### config.mk
export PLATFORM = sky130hd
export DESIGN_NAME = fifo_wr_arbiter_flat
export DESIGN_NICKNAME = d
export VERILOG_FILES = /design/src/rtl/fifo_wr_arbiter_if.sv /design/src/rtl/fifo_wr_arbiter.sv /design/src/flat_wrapper.sv
export SDC_FILE = /design/constraint.sdc
export NUM_CORES = 1
export LEC_CHECK = 0
export ABC_AREA = 1
export BUFFER_PORTS_ARGS = -buffer_cell sky130_fd_sc_hd__buf_2
export CAP_MARGIN = 30
export CORE_ASPECT_RATIO = 0.75
export CORE_UTILIZATION = 44
export DETAILED_ROUTE_END_ITERATION = 8
export PLACE_DENSITY_LB_ADDON = 0.05
export SYNTH_ARGS = -nofsm -noshare
export SYNTH_HDL_FRONTEND = slang
export SYNTH_SLANG_ARGS = --single-unit
### constraint.sdc
create_clock -name wclk -period 2.3 [get_ports wclk]
set_clock_uncertainty 0.2 [all_clocks]
set_input_delay 0.345 -clock wclk [delete_from_list [all_inputs] [get_ports wclk]]
set_output_delay 0.345 -clock wclk [all_outputs]
set_load 0.1 [all_outputs]
### src/rtl/fifo_wr_arbiter_if.sv
// ---------------------------------------------------------------------------
// fifo_wr_arbiter_if
// Bundles the requester handshake and the FIFO write port for the
// write-side arbiter. Clock and reset are kept off the interface.
//
// Signals:
//   req_valid [NREQ]        per-requester data valid
//   req_data  [NREQ*DSIZE]  flattened request data, requester i at [i*DSIZE +: DSIZE]
//   req_ready [NREQ]        per-requester accept
//   wfull                   FIFO full flag (wclk domain)
//   winc                    FIFO write strobe
//   wdata     [DSIZE]       FIFO write data
//   gnt_valid               a grant is currently held
//   gnt_id    [IDW]         index of the granted requester
//
// Modports:
//   master : producers + FIFO side (drives requests and wfull)
//   slave  : the arbiter itself
// ---------------------------------------------------------------------------
interface fifo_wr_arbiter_if #(
   parameter int NREQ  = 4,
   parameter int DSIZE = 8
);
   localparam int IDW = $clog2(NREQ);

   logic [NREQ-1:0]       req_valid;
   logic [NREQ*DSIZE-1:0] req_data;
   logic [NREQ-1:0]       req_ready;
   logic                  wfull;
   logic                  winc;
   logic [DSIZE-1:0]      wdata;
   logic                  gnt_valid;
   logic [IDW-1:0]        gnt_id;

   modport master (
      output req_valid, req_data, wfull,
      input  req_ready, winc, wdata, gnt_valid, gnt_id
   );

   modport slave (
      input  req_valid, req_data, wfull,
      output req_ready, winc, wdata, gnt_valid, gnt_id
   );
endinterface

### src/rtl/fifo_wr_arbiter.sv
// ---------------------------------------------------------------------------
// fifo_wr_arbiter
// Shares the single write port of the dual-clock FIFO among NREQ producers
// in the wclk domain. Round-robin arbitration, at most MAX_BURST beats per
// grant, one IDLE bubble between grants. Never strobes winc while wfull.
//
// Ports:
//   wclk        write-domain clock
//   wrst_n      asynchronous active-low reset
//   arb_en      arbitration enable
//   bus         fifo_wr_arbiter_if.slave (requests, FIFO write port, grant)
//   beat_count  [NREQ*16] accepted beats per requester, saturating
//               (only with FIFO_ARB_STATS_EN)
//   stall_count [16] BURST cycles stalled by wfull with data pending,
//               saturating (only with FIFO_ARB_STATS_EN)
//
// Build option: define FIFO_ARB_STATS_EN to add the statistics counters.
// ---------------------------------------------------------------------------
module fifo_wr_arbiter #(
   parameter int NREQ      = 4,
   parameter int DSIZE     = 8,
   parameter int MAX_BURST = 4
) (
   input  logic             wclk,
   input  logic             wrst_n,
   input  logic             arb_en,
   fifo_wr_arbiter_if.slave bus
`ifdef FIFO_ARB_STATS_EN
   ,
   output logic [NREQ*16-1:0] beat_count,
   output logic [15:0]        stall_count
`endif
);

   localparam int IDW = $clog2(NREQ);
   localparam int BCW = $clog2(MAX_BURST) + 1;

   typedef enum logic {
      IDLE  = 1'b0,
      BURST = 1'b1
   } state_t;

   state_t         r_state;
   state_t         w_nextState;
   logic [IDW-1:0] r_gntId;
   logic [IDW-1:0] r_rrPtr;
   logic [BCW-1:0] r_beatCnt;

   logic [IDW-1:0] w_pickId;
   logic           w_pickFound;
   logic [IDW:0]   w_cand;
   logic [IDW-1:0] w_rrNext;
   logic           w_reqSel;
   logic           w_beat;
   logic           w_lastBeat;
   logic           w_exit;

   // Round-robin search starting at r_rrPtr. The candidate index is one bit
   // wider so the wrap also works when NREQ is not a power of two.
   always_comb begin
      w_pickFound = 1'b0;
      w_pickId    = '0;
      w_cand      = '0;
      for (int k = 0; k < NREQ; k++) begin
         w_cand = {1'b0, r_rrPtr} + (IDW+1)'(k);
         if (w_cand >= (IDW+1)'(NREQ)) begin
            w_cand = w_cand - (IDW+1)'(NREQ);
         end
         if (!w_pickFound && bus.req_valid[w_cand[IDW-1:0]]) begin
            w_pickFound = 1'b1;
            w_pickId    = w_cand[IDW-1:0];
         end
      end
   end

   // Burst bookkeeping: a beat is a real write; the grant is released on the
   // last allowed beat, when the owner has nothing to send, or when
   // arbitration is disabled (a beat in that same cycle still goes through).
   assign w_reqSel   = bus.req_valid[r_gntId];
   assign w_beat     = (r_state == BURST) && w_reqSel && !bus.wfull;
   assign w_lastBeat = w_beat && (r_beatCnt == BCW'(MAX_BURST - 1));
   assign w_exit     = (r_state == BURST) && (w_lastBeat || !w_reqSel || !arb_en);
   assign w_rrNext   = (r_gntId == IDW'(NREQ - 1)) ? '0 : r_gntId + 1'b1;

   // State register.
   always_ff @(posedge wclk or negedge wrst_n) begin
      if (!wrst_n) begin
         r_state <= IDLE;
      end else begin
         r_state <= w_nextState;
      end
   end

   // Next-state logic.
   always_comb begin
      w_nextState = r_state;
      case (r_state)
         IDLE:    if (arb_en && w_pickFound) w_nextState = BURST;
         BURST:   if (w_exit)                w_nextState = IDLE;
         default: w_nextState = IDLE;
      endcase
   end

   // Grant, pointer and beat counter. The counter holds while wfull stalls.
   always_ff @(posedge wclk or negedge wrst_n) begin
      if (!wrst_n) begin
         r_gntId   <= '0;
         r_rrPtr   <= '0;
         r_beatCnt <= '0;
      end else if (r_state == IDLE) begin
         if (arb_en && w_pickFound) begin
            r_gntId   <= w_pickId;
            r_beatCnt <= '0;
         end
      end else begin
         if (w_beat) begin
            r_beatCnt <= r_beatCnt + 1'b1;
         end
         if (w_exit) begin
            r_rrPtr <= w_rrNext;
         end
      end
   end

   // Outputs: everything is quiet in IDLE; in BURST only the owner sees ready.
   always_comb begin
      bus.winc      = 1'b0;
      bus.req_ready = '0;
      bus.wdata     = '0;
      bus.gnt_valid = 1'b0;
      bus.gnt_id    = r_gntId;
      if (r_state == BURST) begin
         bus.gnt_valid          = 1'b1;
         bus.wdata              = bus.req_data[r_gntId*DSIZE +: DSIZE];
         bus.req_ready[r_gntId] = !bus.wfull;
         bus.winc               = w_beat;
      end
   end

`ifdef FIFO_ARB_STATS_EN
   logic [15:0] r_beatCount [NREQ];
   logic [15:0] r_stallCount;

   // Saturating per-requester beat counters and the shared stall counter.
   always_ff @(posedge wclk or negedge wrst_n) begin
      if (!wrst_n) begin
         for (int i = 0; i < NREQ; i++) begin
            r_beatCount[i] <= '0;
         end
         r_stallCount <= '0;
      end else begin
         if (w_beat && (r_beatCount[r_gntId] != 16'hFFFF)) begin
            r_beatCount[r_gntId] <= r_beatCount[r_gntId] + 16'd1;
         end
         if ((r_state == BURST) && bus.wfull && w_reqSel && (r_stallCount != 16'hFFFF)) begin
            r_stallCount <= r_stallCount + 16'd1;
         end
      end
   end

   for (genvar g = 0; g < NREQ; g++) begin : g_beatOut
      assign beat_count[g*16 +: 16] = r_beatCount[g];
   end
   assign stall_count = r_stallCount;
`endif

endmodule

### src/flat_wrapper.sv
// flat-port wrapper written by rule: the top's interface ports become plain ports
module fifo_wr_arbiter_flat 
#(
   parameter int NREQ      = 4,
   parameter int DSIZE     = 8,
   parameter int MAX_BURST = 4
)
  (wclk, wrst_n, arb_en, bus_req_valid, bus_req_data, bus_wfull, bus_req_ready, bus_winc, bus_wdata, bus_gnt_valid, bus_gnt_id);
  fifo_wr_arbiter_if #(.NREQ(NREQ), .DSIZE(DSIZE)) bus_i ();
  input  logic wclk;
  input  logic wrst_n;
  input  logic arb_en;
  input wire logic [$bits(bus_i.req_valid)-1:0] bus_req_valid;
  input wire logic [$bits(bus_i.req_data)-1:0] bus_req_data;
  input wire logic [$bits(bus_i.wfull)-1:0] bus_wfull;
  output wire logic [$bits(bus_i.req_ready)-1:0] bus_req_ready;
  output wire logic [$bits(bus_i.winc)-1:0] bus_winc;
  output wire logic [$bits(bus_i.wdata)-1:0] bus_wdata;
  output wire logic [$bits(bus_i.gnt_valid)-1:0] bus_gnt_valid;
  output wire logic [$bits(bus_i.gnt_id)-1:0] bus_gnt_id;
  assign bus_i.req_valid = bus_req_valid;
  assign bus_i.req_data = bus_req_data;
  assign bus_i.wfull = bus_wfull;
  assign bus_req_ready = bus_i.req_ready;
  assign bus_winc = bus_i.winc;
  assign bus_wdata = bus_i.wdata;
  assign bus_gnt_valid = bus_i.gnt_valid;
  assign bus_gnt_id = bus_i.gnt_id;
  fifo_wr_arbiter #(.NREQ(NREQ), .DSIZE(DSIZE), .MAX_BURST(MAX_BURST)) u_core (.wclk(wclk), .wrst_n(wrst_n), .arb_en(arb_en), .bus(bus_i));
endmodule
==> impl_metrics.json <==
{
  "synthesis.yosys.warnings": 0,
  "setup_repair_after_global_routing_missed_its_margin": "false",
  "route.detailed.wl_per_inst_um": 11.6,
  "rr_endpoint": "u_core.bus.gnt_id[0]$_DFFE_PN0P_",
  "drt_iter0_markers": 106,
  "synthDominantCellAreaShare": 0.202,
  "synth.lib_cells_used.distinct": 21,
  "critical_path.startpoint": "u_core.bus.gnt_id[0]$_DFFE_PN0P_",
  "critical_path.startpoint_type": "flop",
  "port-buffer-count": 55,
  "coreArea_sq_um": 2070,
  "post_synth_inst_count": 179,
  "synthTopCellsByArea": "sky130_fd_sc_hd__dfrtp_1 (20%), sky130_fd_sc_hd__nand2_1 (17%), sky130_fd_sc_hd__nor2_1 (16%), sky130_fd_sc_hd__o21ai_0 (12%), sky130_fd_sc_hd__ha_1 (7.6%)",
  "grt_antenna_before_repair": 0,
  "via_count": 1354,
  "actual_transition_at_the_worst_max_transition_pin_ns": 0.511,
  "placementRows": 14,
  "critPathMaxStageDelay_ns": 0.54,
  "cts_sinks": 8,
  "most-common-layout-cells": "sky130_fd_sc_hd__nand2_1 (44), sky130_fd_sc_hd__buf_2 (42), sky130_fd_sc_hd__nor2_1 (37), sky130_fd_sc_hd__o21ai_0 (20), sky130_fd_sc_hd__nand3_1 (15)",
  "post-dp-hpwl_mm": 2.36,
  "fp.dieH_um": 43.1,
  "postCtsResizedCells": 0,
  "crit_arrival_ns": 1.64,
  "asyncSetResetFlopFracSynth": 1.00,
  "post_synth_design_cell_area_sq_um": 991,
  "tritoncts": "done",
  "route.antenna.remaining_nets": 0,
  "die_area_sq_um": 2450,
  "timing.critical_path.required_ns": 1.75,
  "worst-r2r-setup-slack_ns": 0.35,
  "report.final.slew_viol_count": 0,
  "root_buffer": "sky130_fd_sc_hd__clkbuf_4",
  "timing.max_cap.violations": 0,
  "post-route-period-util": 0.949,
  "postPlaceCellArea_sq_um": 1610,
  "run_status": "complete, but fails checks",
  "place.gp.congestion": 0.892,
  "sequential_cell_area_sq_um": 209,
  "wl_met3_um": 210,
  "syn_area_per_cell_sq_um": 5.54,
  "cts_inserted_buffers": 3,
  "synth_top_cell_by_area": "sky130_fd_sc_hd__dfrtp_1",
  "drt_drc_violations_left": 4,
  "groute.usage.overall": 0.272,
  "timing.critical_path.fanout_max": 13,
  "mappedNetlistNets": 225,
  "list_of_cells_traversed_by_the_critical_path": "inv_1 -> buf_4 -> o21ai_0 -> a21oi_4 -> buf_12",
  "final_cell_area_sq_um": 1660,
  "fin_crit_ns": 2.18,
  "floorplan.initialDensity": 0.479,
  "vias_per_cell": 5.19,
  "met1_length_mm": 1.38,
  "top_layer": "met4",
  "overflow": 0,
  "reg2reg_depth": 11,
  "final-hold-violation-count": 0,
  "area_delta_synth_final_pct": 67.9,
  "final.hold.worst_slack_ns": 0.248,
  "clkTransAtPathRegs_ns": 0.06,
  "grt_pass1_vias": 1241,
  "synth.ff_latch_count": 8,
  "h-tree-depth": 1,
  "grt_max_degree": 15,
  "final_core_util": 0.805,
  "area_occupied_by_multi_input_gates_sq_um": 811,
  "postRouteWirelength_mm": 3.02,
  "final_common_cell": "sky130_fd_sc_hd__nand2_1",
  "ys_seq_area_frac": 0.202,
  "n_antenna_cell": 0,
  "clkLatencyLatePin_ns": 0.27,
  "dp.cells": 254,
  "number_of_flops_mapped_to_enable_cells_by_yosys": 0,
  "crit_path_end_kind": "output pin",
  "max_freq_mhz": 458,
  "timing.final.setup_violations": 0,
  "postSynth.topFlopCell": "sky130_fd_sc_hd__dfrtp_1",
  "timing.slew.headroom": 0.660,
  "timing_worst_setup_path_type": "reg -> out",
  "hold_crit_class": "in -> async",
  "instances_no_fill": 261,
  "ioPinCount": 56,
  "final_net_count": 284,
  "first_pass_grt_wire_length_mm": 5.19,
  "firstDrtPassIters": 6,
  "filler_cell_count": 142,
  "timing.critical_path.slowest_stage_cell": "sky130_fd_sc_hd__dfrtp_4",
  "routed-wl-met2_mm": 1.40,
  "critical_path.reg2reg.startpoint": "u_core.r_rrPtr[0]$_DFFE_PN0P_",
  "die_x_um": 56.8,
  "clk_path_buf_depth": 2,
  "drive_above_1_share": 0.367,
  "violations_in_the_final_reports": "DRC"
}
-- metal layers --
metal  GRT usage  vias up
met2       0.462       49
met1       0.352      613
li1            -      688
met5           0        -
met3      0.0549        4
met4      0.0780        0
-- worst max-delay path by stage --
| stage | endpoint | slack (ns) | cells past startpoint |
|---|---|---|---|
| floorplan | bus_wdata[7] | -0.03 | 6 |
| global placement | bus_winc | 0.34 | 7 |
| detailed placement | bus_winc | 0.31 | 7 |
| CTS | bus_winc | 0.06 | 7 |
| global route | bus_winc | 0.01 | 7 |
| finish | bus_wdata[3] | 0.12 | 5 |
-- area by class of cell --
class | instances | share of cell area
Clock buffer | 4 | 0.0158
Tap cell | 24 | 0.0180
Sequential cell | 8 | 0.126
Inverter | 18 | 0.0421
Timing Repair Buffer | 61 | 0.311
Multi-Input combinational cell | 146 | 0.487
-- worst max-delay path: cells and delay by family (launching register included) --
family	cells	cell delay (ns)
flops	1	0.54
compound gates	2	0.36
buf+inv	3	0.45
-- sequential cells by signal (all words and copies together), names as in the netlist --
name and cells:
u_core.r_state 1, u_core.r_beatCnt 3, u_core.r_rrPtr 2, u_core.bus.gnt_id 2
-- stage by stage --
stage	TNS (ns)	setup slack [ns]
final	0	0.118
after global routing	0	0.0138
after CTS	0	0.0610
after detailed placement	0	0.309
after global placement	0	0.345
after floorplan	-0.0943	-0.0300
-- cells in the mapped netlist, types with 2 or more instances --
library cell               count
sky130_fd_sc_hd__nor2_1       42
sky130_fd_sc_hd__buf_2         2
sky130_fd_sc_hd__ha_1          6
sky130_fd_sc_hd__nand2_1      44
sky130_fd_sc_hd__a21oi_1       8
sky130_fd_sc_hd__inv_2         3
sky130_fd_sc_hd__clkbuf_1      2
sky130_fd_sc_hd__nand3_1      15
sky130_fd_sc_hd__o21ai_0      24
sky130_fd_sc_hd__dfrtp_1       8
sky130_fd_sc_hd__inv_1        15
-- logic make-up (layout without fill, tap and decap cells) --
group                      after synthesis  in the layout  synth area share
adders and majority gates                6              6            0.0758
and+or+nand+nor                        106            106             0.437
DFF                                      8              8             0.202
AOI/OAI and AO/OA                       34             34             0.177
buffers and inverters                   25             83             0.109
-- timing repair --
item / in CTS / in global routing
pin swaps: 0 / 1
cloned: 0 / 0
hold endpoints to repair: 8 / 0
endpoints found under the setup margin: 1 / 1
hold buffers: 1 / 0
buffers inserted: 1 / 1
Power is left out: the tool's default activity adds up to more than one toggle a clock period on the data nets, which glitch-free logic cannot reach.
